`src/rtl/serial_sub_pkg.sv`:
```
// Shared types and limits for the bit-serial subtractor controller.
// Holds the FSM state encoding and the legal WIDTH range.
package serial_sub_pkg;

    typedef enum logic [1:0] {
        ST_IDLE = 2'd0,
        ST_RUN  = 2'd1,
        ST_DONE = 2'd2
    } state_e;

    localparam int WIDTH_MIN = 2;
    localparam int WIDTH_MAX = 32;

endpackage

```
`src/rtl/serial_subtractor_ctrl_if.sv`:
```
// Start/result handshake bundle between a requester and the serial subtractor.
// The requester takes the master side; the subtractor takes the slave side.
interface serial_subtractor_ctrl_if #(parameter int WIDTH = 8);

    logic             start;
    logic [WIDTH-1:0] a;
    logic [WIDTH-1:0] b;
    logic             bin;
    logic             busy;
    logic             done;
    logic [WIDTH-1:0] diff;
    logic             bout;
    logic             zero;

    modport master (
        output start, a, b, bin,
        input  busy, done, diff, bout, zero
    );

    modport slave (
        input  start, a, b, bin,
        output busy, done, diff, bout, zero
    );

endinterface

```
`src/rtl/serial_subtractor_ctrl_fs_bit.sv`:
```
// Combinational 1-bit full-subtractor cell: d = a - b - bin, with borrow-out.
module fs_bit (
    input  logic a,
    input  logic b,
    input  logic bin,
    output logic d,
    output logic bout
);

    assign d    = a ^ b ^ bin;
    assign bout = (~a & b) | (bin & ~(a ^ b));

endmodule

```
`src/rtl/serial_subtractor_ctrl.sv`:
```
// Bit-serial subtractor: one fs_bit cell reused over WIDTH cycles, LSB first.
//
// state   | meaning
// --------+----------------------------------------------------------
// ST_IDLE | waiting for start; operands captured on the accepting edge
// ST_RUN  | one bit per edge through the cell, cnt counts 0..WIDTH-1
// ST_DONE | result registered, done pulse high for this cycle
module serial_subtractor_ctrl
    import serial_sub_pkg::*;
#(
    parameter int WIDTH = 8
) (
    input  logic                     clk,
    input  logic                     rst,
    serial_subtractor_ctrl_if.slave  bus
);

    localparam int CNT_W = $clog2(WIDTH);
    localparam logic [CNT_W-1:0] CNT_LAST = CNT_W'(WIDTH - 1);

    if (WIDTH < WIDTH_MIN || WIDTH > WIDTH_MAX) begin : g_bad_width
        $error("serial_subtractor_ctrl: WIDTH outside legal range");
    end

    state_e           state_q, state_d;
    logic [CNT_W-1:0] cnt_q, cnt_d;
    logic [WIDTH-1:0] sa_q, sa_d;
    logic [WIDTH-1:0] sb_q, sb_d;
    logic [WIDTH-1:0] sd_q, sd_d;
    logic             brw_q, brw_d;
    logic [WIDTH-1:0] diff_q, diff_d;
    logic             bout_q, bout_d;
    logic             zero_q, zero_d;
    logic             done_q, done_d;

    logic             cell_d;
    logic             cell_bo;
    logic [WIDTH-1:0] sd_next;

    fs_bit u_cell (
        .a    (sa_q[0]),
        .b    (sb_q[0]),
        .bin  (brw_q),
        .d    (cell_d),
        .bout (cell_bo)
    );

    // New difference bit enters at the MSB so the LSB lands at bit 0 after WIDTH shifts.
    assign sd_next = {cell_d, sd_q[WIDTH-1:1]};

    always_ff @(posedge clk or posedge rst) begin
        if (rst) begin
            state_q <= ST_IDLE;
            cnt_q   <= '0;
            sa_q    <= '0;
            sb_q    <= '0;
            sd_q    <= '0;
            brw_q   <= 1'b0;
            diff_q  <= '0;
            bout_q  <= 1'b0;
            zero_q  <= 1'b1;
            done_q  <= 1'b0;
        end else begin
            state_q <= state_d;
            cnt_q   <= cnt_d;
            sa_q    <= sa_d;
            sb_q    <= sb_d;
            sd_q    <= sd_d;
            brw_q   <= brw_d;
            diff_q  <= diff_d;
            bout_q  <= bout_d;
            zero_q  <= zero_d;
            done_q  <= done_d;
        end
    end

    always_comb begin
        state_d = state_q;
        cnt_d   = cnt_q;
        sa_d    = sa_q;
        sb_d    = sb_q;
        sd_d    = sd_q;
        brw_d   = brw_q;
        diff_d  = diff_q;
        bout_d  = bout_q;
        zero_d  = zero_q;
        done_d  = 1'b0;

        case (state_q)
            ST_IDLE: begin
                if (bus.start) begin
                    sa_d    = bus.a;
                    sb_d    = bus.b;
                    brw_d   = bus.bin;
                    cnt_d   = '0;
                    sd_d    = '0;
                    state_d = ST_RUN;
                end
            end
            ST_RUN: begin
                sa_d  = sa_q >> 1;
                sb_d  = sb_q >> 1;
                sd_d  = sd_next;
                brw_d = cell_bo;
                cnt_d = cnt_q + CNT_W'(1);
                if (cnt_q == CNT_LAST) begin
                    state_d = ST_DONE;
                    diff_d  = sd_next;
                    bout_d  = cell_bo;
                    zero_d  = (sd_next == '0);
                    done_d  = 1'b1;
                end
            end
            ST_DONE: begin
                state_d = ST_IDLE;
            end
            default: begin
                state_d = ST_IDLE;
            end
        endcase
    end

    assign bus.busy = (state_q != ST_IDLE);
    assign bus.done = done_q;
    assign bus.diff = diff_q;
    assign bus.bout = bout_q;
    assign bus.zero = zero_q;

endmodule

```
`src/flat_wrapper.sv`:
```
// flat-port wrapper written by rule: the top's interface ports become plain ports
module serial_subtractor_ctrl_flat import serial_sub_pkg::*;
#(
    parameter int WIDTH = 8
)
  (clk, rst, bus_start, bus_a, bus_b, bus_bin, bus_busy, bus_done, bus_diff, bus_bout, bus_zero);
  serial_subtractor_ctrl_if #(.WIDTH(WIDTH)) bus_i ();
  input  logic clk;
  input  logic rst;
  input wire logic [$bits(bus_i.start)-1:0] bus_start;
  input wire logic [$bits(bus_i.a)-1:0] bus_a;
  input wire logic [$bits(bus_i.b)-1:0] bus_b;
  input wire logic [$bits(bus_i.bin)-1:0] bus_bin;
  output wire logic [$bits(bus_i.busy)-1:0] bus_busy;
  output wire logic [$bits(bus_i.done)-1:0] bus_done;
  output wire logic [$bits(bus_i.diff)-1:0] bus_diff;
  output wire logic [$bits(bus_i.bout)-1:0] bus_bout;
  output wire logic [$bits(bus_i.zero)-1:0] bus_zero;
  assign bus_i.start = bus_start;
  assign bus_i.a = bus_a;
  assign bus_i.b = bus_b;
  assign bus_i.bin = bus_bin;
  assign bus_busy = bus_i.busy;
  assign bus_done = bus_i.done;
  assign bus_diff = bus_i.diff;
  assign bus_bout = bus_i.bout;
  assign bus_zero = bus_i.zero;
  serial_subtractor_ctrl #(.WIDTH(WIDTH)) u_core (.clk(clk), .rst(rst), .bus(bus_i));
endmodule
```
`config.mk`:
```
export PLATFORM = sky130hd
export DESIGN_NAME = serial_subtractor_ctrl_flat
export DESIGN_NICKNAME = d
export VERILOG_FILES = /design/src/rtl/serial_sub_pkg.sv /design/src/rtl/serial_subtractor_ctrl_if.sv /design/src/rtl/serial_subtractor_ctrl_fs_bit.sv /design/src/rtl/serial_subtractor_ctrl.sv /design/src/flat_wrapper.sv
export SDC_FILE = /design/constraint.sdc
export NUM_CORES = 1
export LEC_CHECK = 0
export CORE_UTILIZATION = 25
export DETAILED_ROUTE_END_ITERATION = 8
export SLEW_MARGIN = 5
export SYNTH_ARGS = -nofsm -noshare
export SYNTH_HDL_FRONTEND = slang
export SYNTH_HIERARCHICAL = 1
export SYNTH_SLANG_ARGS = --single-unit
```
`constraint.sdc`:
```
create_clock -name clk -period 2.1 [get_ports clk]
set_input_delay 0.21 -clock clk [delete_from_list [all_inputs] [get_ports clk]]
set_output_delay 0.21 -clock clk [all_outputs]
set_load 0.05 [all_outputs]
```
=== Word level (Yosys, flattened, before mapping) ===
Cells that the tools add are included.

* Output and inout bits: 12
* Memories kept: 0
* Logic and storage cells: 44
* RAM bits: 0
* Input bits: 20
* Register bits after elaboration: 41
* Bits in latches: 0
* Bits in read-only memories: 0

* Muxes and demuxes: 15
* Equality and inequality tests: 4
* Div/mod/pow operators: 0
* Order comparisons: 0
* Reduce and logical (&&, ||, !) cells: 7
* Shift-type cells: 0
* Multipliers: 0
* Bitwise operators: 7
* Add/subtract/negate cells: 1

{| class="wikitable"
|+ Operators with widths
! operator !! count
|-
| $pmux 8 s2 || 3
|-
| $mux 8 || 3
|-
| $logic_not 8->1 || 1
|-
| $pmux 3 s2 || 1
|-
| $reduce_and 2->1 || 3
|-
| $mux 2 || 2
|-
| $pmux 2 s2 || 1
|-
| $reduce_bool 2->1 || 2
|-
| $add 3x1->3 const B || 1
|-
| $eq 3x3->1 const B || 1
|-
| $mux 1 || 3
|-
| $mux 3 || 1
|-
| $and 1x1->1 || 2
|-
| $eq 2x1->1 const B || 1
|-
| $logic_not 2->1 || 1
|-
| $ne 2x1->1 const B || 1
|-
| $ne 2x2->1 const B || 1
|-
| $not 1->1 || 2
|-
| $pmux 1 s2 || 1
|-
| $xor 1x1->1 || 2
|-
| $or 1x1->1 || 1
|}

=== Logic depth before layout (Yosys ltp) ===
* Word-level depth: 5
* Gate-level depth with buffers: 6
* Gate-level depth less buffers: 5

=== Modules after synthesis ===
The synthesis kept the hierarchy.

{| class="wikitable"
|+ By module, submodules not included
! module !! sequential area each (µm²) !! area each (µm²) !! times used !! cells each
|-
| serial_subtractor_ctrl || 1,002.2 || 1,747.9 || 1 || 153
|-
| fs_bit || 0.0 || 31.3 || 1 || 4
|}

=== Worst setup path before layout ===
OpenSTA, ideal clock, no wires.

* Kind: register to register
* Start point: reg u_core.cnt_q[0]
* End point: reg u_core.bout_q, in the netlist u_core/bus.bout
* Library setup time: 0.125 ns
* Required time: 1.975 ns
* Clock period less this slack: 1.439 ns
* Setup slack: 0.661 ns
* Stages on the path, launching flop included: 6
* Path buffers: 1
* Arrival time: 1.314 ns
* Path through: dfrtp_1 ha_1 ha_1 nand3b_4 buf_6 mux2_2

* Cells in the longest elaborated chain, start to end: 2

{| class="wikitable"
|+ Ends and longest elaborated chain
! item !! line !! RTL
|-
| start, declared || serial_subtractor_ctrl.sv:26 || <nowiki>logic [CNT_W-1:0] cnt_q, cnt_d;</nowiki>
|-
| start signal, assigned || serial_subtractor_ctrl.sv:65 || <nowiki>cnt_q <= cnt_d;</nowiki>
|-
| $eq 3x3->1 || serial_subtractor_ctrl.sv:106 || <nowiki>if (cnt_q == CNT_LAST) begin</nowiki>
|-
| $reduce_and 2->1 (no source line) || n/a ||
|-
| end signal, assigned || serial_subtractor_ctrl.sv:71 || <nowiki>bout_q <= bout_d;</nowiki>
|-
| end, declared || serial_subtractor_ctrl.sv:32 || <nowiki>logic bout_q, bout_d;</nowiki>
|}

Every way passes these cells.
A chain may end at the register's enable or synchronous reset.

=== Worst setup path after layout ===
* Start point: reg u_core.zero_q, in the netlist u_core/bus.zero
* End point: out bus_zero

{| class="wikitable"
|+ RTL lines
! item !! line !! RTL
|-
| start, declared || serial_subtractor_ctrl.sv:33 || <nowiki>logic zero_q, zero_d;</nowiki>
|-
| start signal, assigned || serial_subtractor_ctrl.sv:72 || <nowiki>zero_q <= zero_d;</nowiki>
|-
| end, declared || flat_wrapper.sv:18 || <nowiki>output wire logic [$bits(bus_i.zero)-1:0] bus_zero;</nowiki>
|}

No word-level cell between the ends.

==> summary.md <==
| Metric | Value |
|---|---|
| Clock transition at path regs | `0.08 ns` |
| Avg Cell Area, Syn | `11.3 sq um` |
| GR Overflow Total | `0` |
| CTS tree | `yes` |
| Max-Cap Viols | `0` |
| Synth Area in Simple Gates | `13.5%` |
| Clock Power Share | `19.3%` |
| CTS sink count | `40` |
| Chip Width | `86.4 um` |
| Startpoint types | `register` |
| Net Count, Synth | `180` |
| Total track usage | `11.1%` |
| IO Port Bufs | `31` |
| Post-synthesis compound-gate area fraction | `16.7%` |
| First-pass GRT wire length | `6270 um` |
| Most frequent cells in the layout | `dfrtp_1, clkdlybuf4s50_1, o21ai_0, nand2_1, a21oi_1` |
| Final WS setup | `0.283 ns` |
| Max Transition Viols Final | `0` |
| RSZ-0062 raised after global routing | `no` |
| Final setup viols | `0` |
| Resized Gates After CTS | `0` |
| Slew headroom | `65.8%` |
| Critical path endpoint category | `output port` |
| Placed cell area | `2220 sq um` |
| Cts hold-fix bufs | `0` |
| Final ANT Viol Nets | `0` |
| Share of layout cells above drive strength 1 | `15.5%` |
| Cells after Synth | `157` |
| WP data required | `1.89 ns` |
| Area grow syn2layout | `31.0%` |
| Delay of the slowest cell on the worst path | `0.79 ns` |
| CTS Buffer Depth | `2` |
| Buf/Inv on CP | `1` |
| CP max stage cell | `clkdlybuf4s50_1` |
| Reg power frac | `39.1%` |
| Power Dens Cells | `1450 nW/um^2` |
| Setup TNS | `0 ns` |
| Die Y | `86.4 um` |
| Crit path max fanout | `2` |
| Routed vias | `1,269` |
| TritonRoute pass-1 iters | `4` |
| Worst VDD drop | `0.000547 V` |
| Fin crit share | `86.5%` |
| Slew @ Worst Pin | `0.514 ns` |
| Post-route cell area | `2330 sq um` |
| Tightest Hold Check Type | `in -> async` |
| I/O Pins | `32` |
| Pre-CTS WS | `0.598 ns` |
| Yosys cell types | `25` |
| Total CTS buffers | `5` |
| Setup Buffers After CTS | `0` |
| Sequential element share of the synthesized area | `56.3%` |
| N_diodes | `0` |
| Synth Area in XOR/XNOR | `0%` |
| Internal | `0.00207 W` |
| Critical path's top delay family | `buffers and inverters` |
| Placer congestion estimate | `0.755` |
| Commonest non-fill, non-tap cell in the layout | `dfrtp_1` |
| Vias per Instance | `4.39` |
| Max Clock Freq | `550 MHz` |
| Hold WS | `0.335 ns` |
| DP Wirelength | `2470 um` |
| Clk_lat worst skew | `0.29 ns` |
| CP cell instances | `clkdlybuf4s50_1` |
| Clock tree root driver cell | `clkbuf_8` |
| Pleak | `1.07 nW` |
| Initial DRC Count | `46` |
| Final worst path period need | `1.82 ns` |
| Setup Skew | `0.00655 ns` |
| Post-Route WL | `3690 um` |
| Switch Pwr | `0.00131 W` |
| Status | `completed` |
| Core area | `6830 sq um` |
| Htree depth | `2` |
| Yosys warnings | `6` |
| Post-synthesis register bit count | `40` |
| Initial Util | `26.0%` |
| Multiplexer share of the synthesized area | `6.33%` |
| Num rows | `30` |
| Die area | `7460 sq um` |
| Switch share | `38.7%` |
| FILL cells | `715` |
| Fin. Hold Viols | `0` |
| Post-synthesis adder-cell area fraction | `2.53%` |
| Largest family of logic cells by synthesized area | `compound AO/OA/AOI/OAI gates` |
| Average wire per cell in the routed design | `12.8 um` |
| Mapped Area | `1780 sq um` |
| Largest net degree at the start of global routing | `41` |
| DRC errors left | `0` |
| Post-layout nets | `215` |
| Crit path kind | `reg -> out` |
| Initial antenna violation count | `0` |
| Vias in the first global route | `1,283` |
| Crit path DAT | `1.61 ns` |
| Combinational Power Share | `41.6%` |
metal layers:
layer / track usage [%] / up-vias / share of wire (%)
li1: - / 622 / -
met4: 4.55 / 0 / 1.7
met3: 3.24 / 8 / 4.1
met1: 14.0 / 613 / 49
met5: 0 / - / 0
met2: 18.0 / 26 / 45
flip-flops by register name, indices dropped and copies added, names as in the netlist:
register         cells
u_core/brw_q         1
u_core/bus.bout      1
u_core/bus.diff      8
u_core/bus.done      1
u_core/bus.zero      1
u_core/cnt_q         3
u_core/sa_q          8
u_core/sb_q          8
u_core/sd_q          7
u_core/state_q       2
cell usage after synthesis, drive strengths merged:
cell    count  area share (%)
a21oi      15             4.2
a22o        9             4.4
a22oi       6             2.5
and2b       5             2.1
and3b       9             4.4
buf         8             2.7
clkbuf      2            0.42
dfrtp      39              55
dfstp       1             1.5
fa          1             1.1
ha          2             1.4
inv         7             1.5
mux2       10             6.3
nand2      16             3.4
nand3b      1             1.1
nor2        1            0.21
nor2b       3             1.2
nor4        2            0.70
o21ai      18             5.1
o21bai      1            0.42
or2         1            0.35
power by group through the flow:
stage / clock network (W) / registers, W / logic, W
floorplan: 0 / 0.00157 / 0.000733
global placement: 0 / 0.00133 / 0.00140
detailed placement: 0 / 0.00134 / 0.00141
CTS: 0.000672 / 0.00133 / 0.00143
global route: 0.000705 / 0.00136 / 0.00154
finish: 0.000651 / 0.00132 / 0.00141
area by class of cell:
type / count / area [sq um] / area share [%]
Clock buffer: 5 / 68.8 / 2.95
Timing Repair Buffer: 38 / 373 / 16.0
Sequential cell: 40 / 1000 / 43.0
Tap cell: 96 / 120 / 5.15
Clock inverter: 3 / 46.3 / 1.99
Multi-Input combinational cell: 100 / 694 / 29.8
Inverter: 7 / 26.3 / 1.13
metrics by stage:
stage               total power [W]  util [%]  instances
floorplan                   0.00230         -        157
CTS                         0.00342      34.1        289
global route                0.00360      34.1        289
detailed placement          0.00275      32.4        281
finish                      0.00338      34.1        289
global placement            0.00273      32.4        281
final timing paths:
kind | end | slack (ns) | start | cells after the start
worst max register to register | u_core/bus.zero | 0.57 | u_core/sb_q[0] | 5
worst max-delay path | bus_zero | 0.28 | u_core/bus.zero | 1
worst min register to register | u_core/brw_q | 0.49 | u_core/brw_q | 2
max in group asynchronous | u_core/bus.zero | 1.39 | rst | 3
worst min-delay path | u_core/bus.diff[0] | 0.33 | rst | 3
min in group clk | u_core/brw_q | 0.49 | u_core/brw_q | 2
cells by family (layout without fill, tap and decap cells):
logic type,after synthesis,count (layout)
flops,40,40
compound gates,49,49
simple gates,38,38
mux,10,10
fa+ha+maj,3,3
buf+inv,17,53
Note: power is estimated with default switching activity, not from simulation.
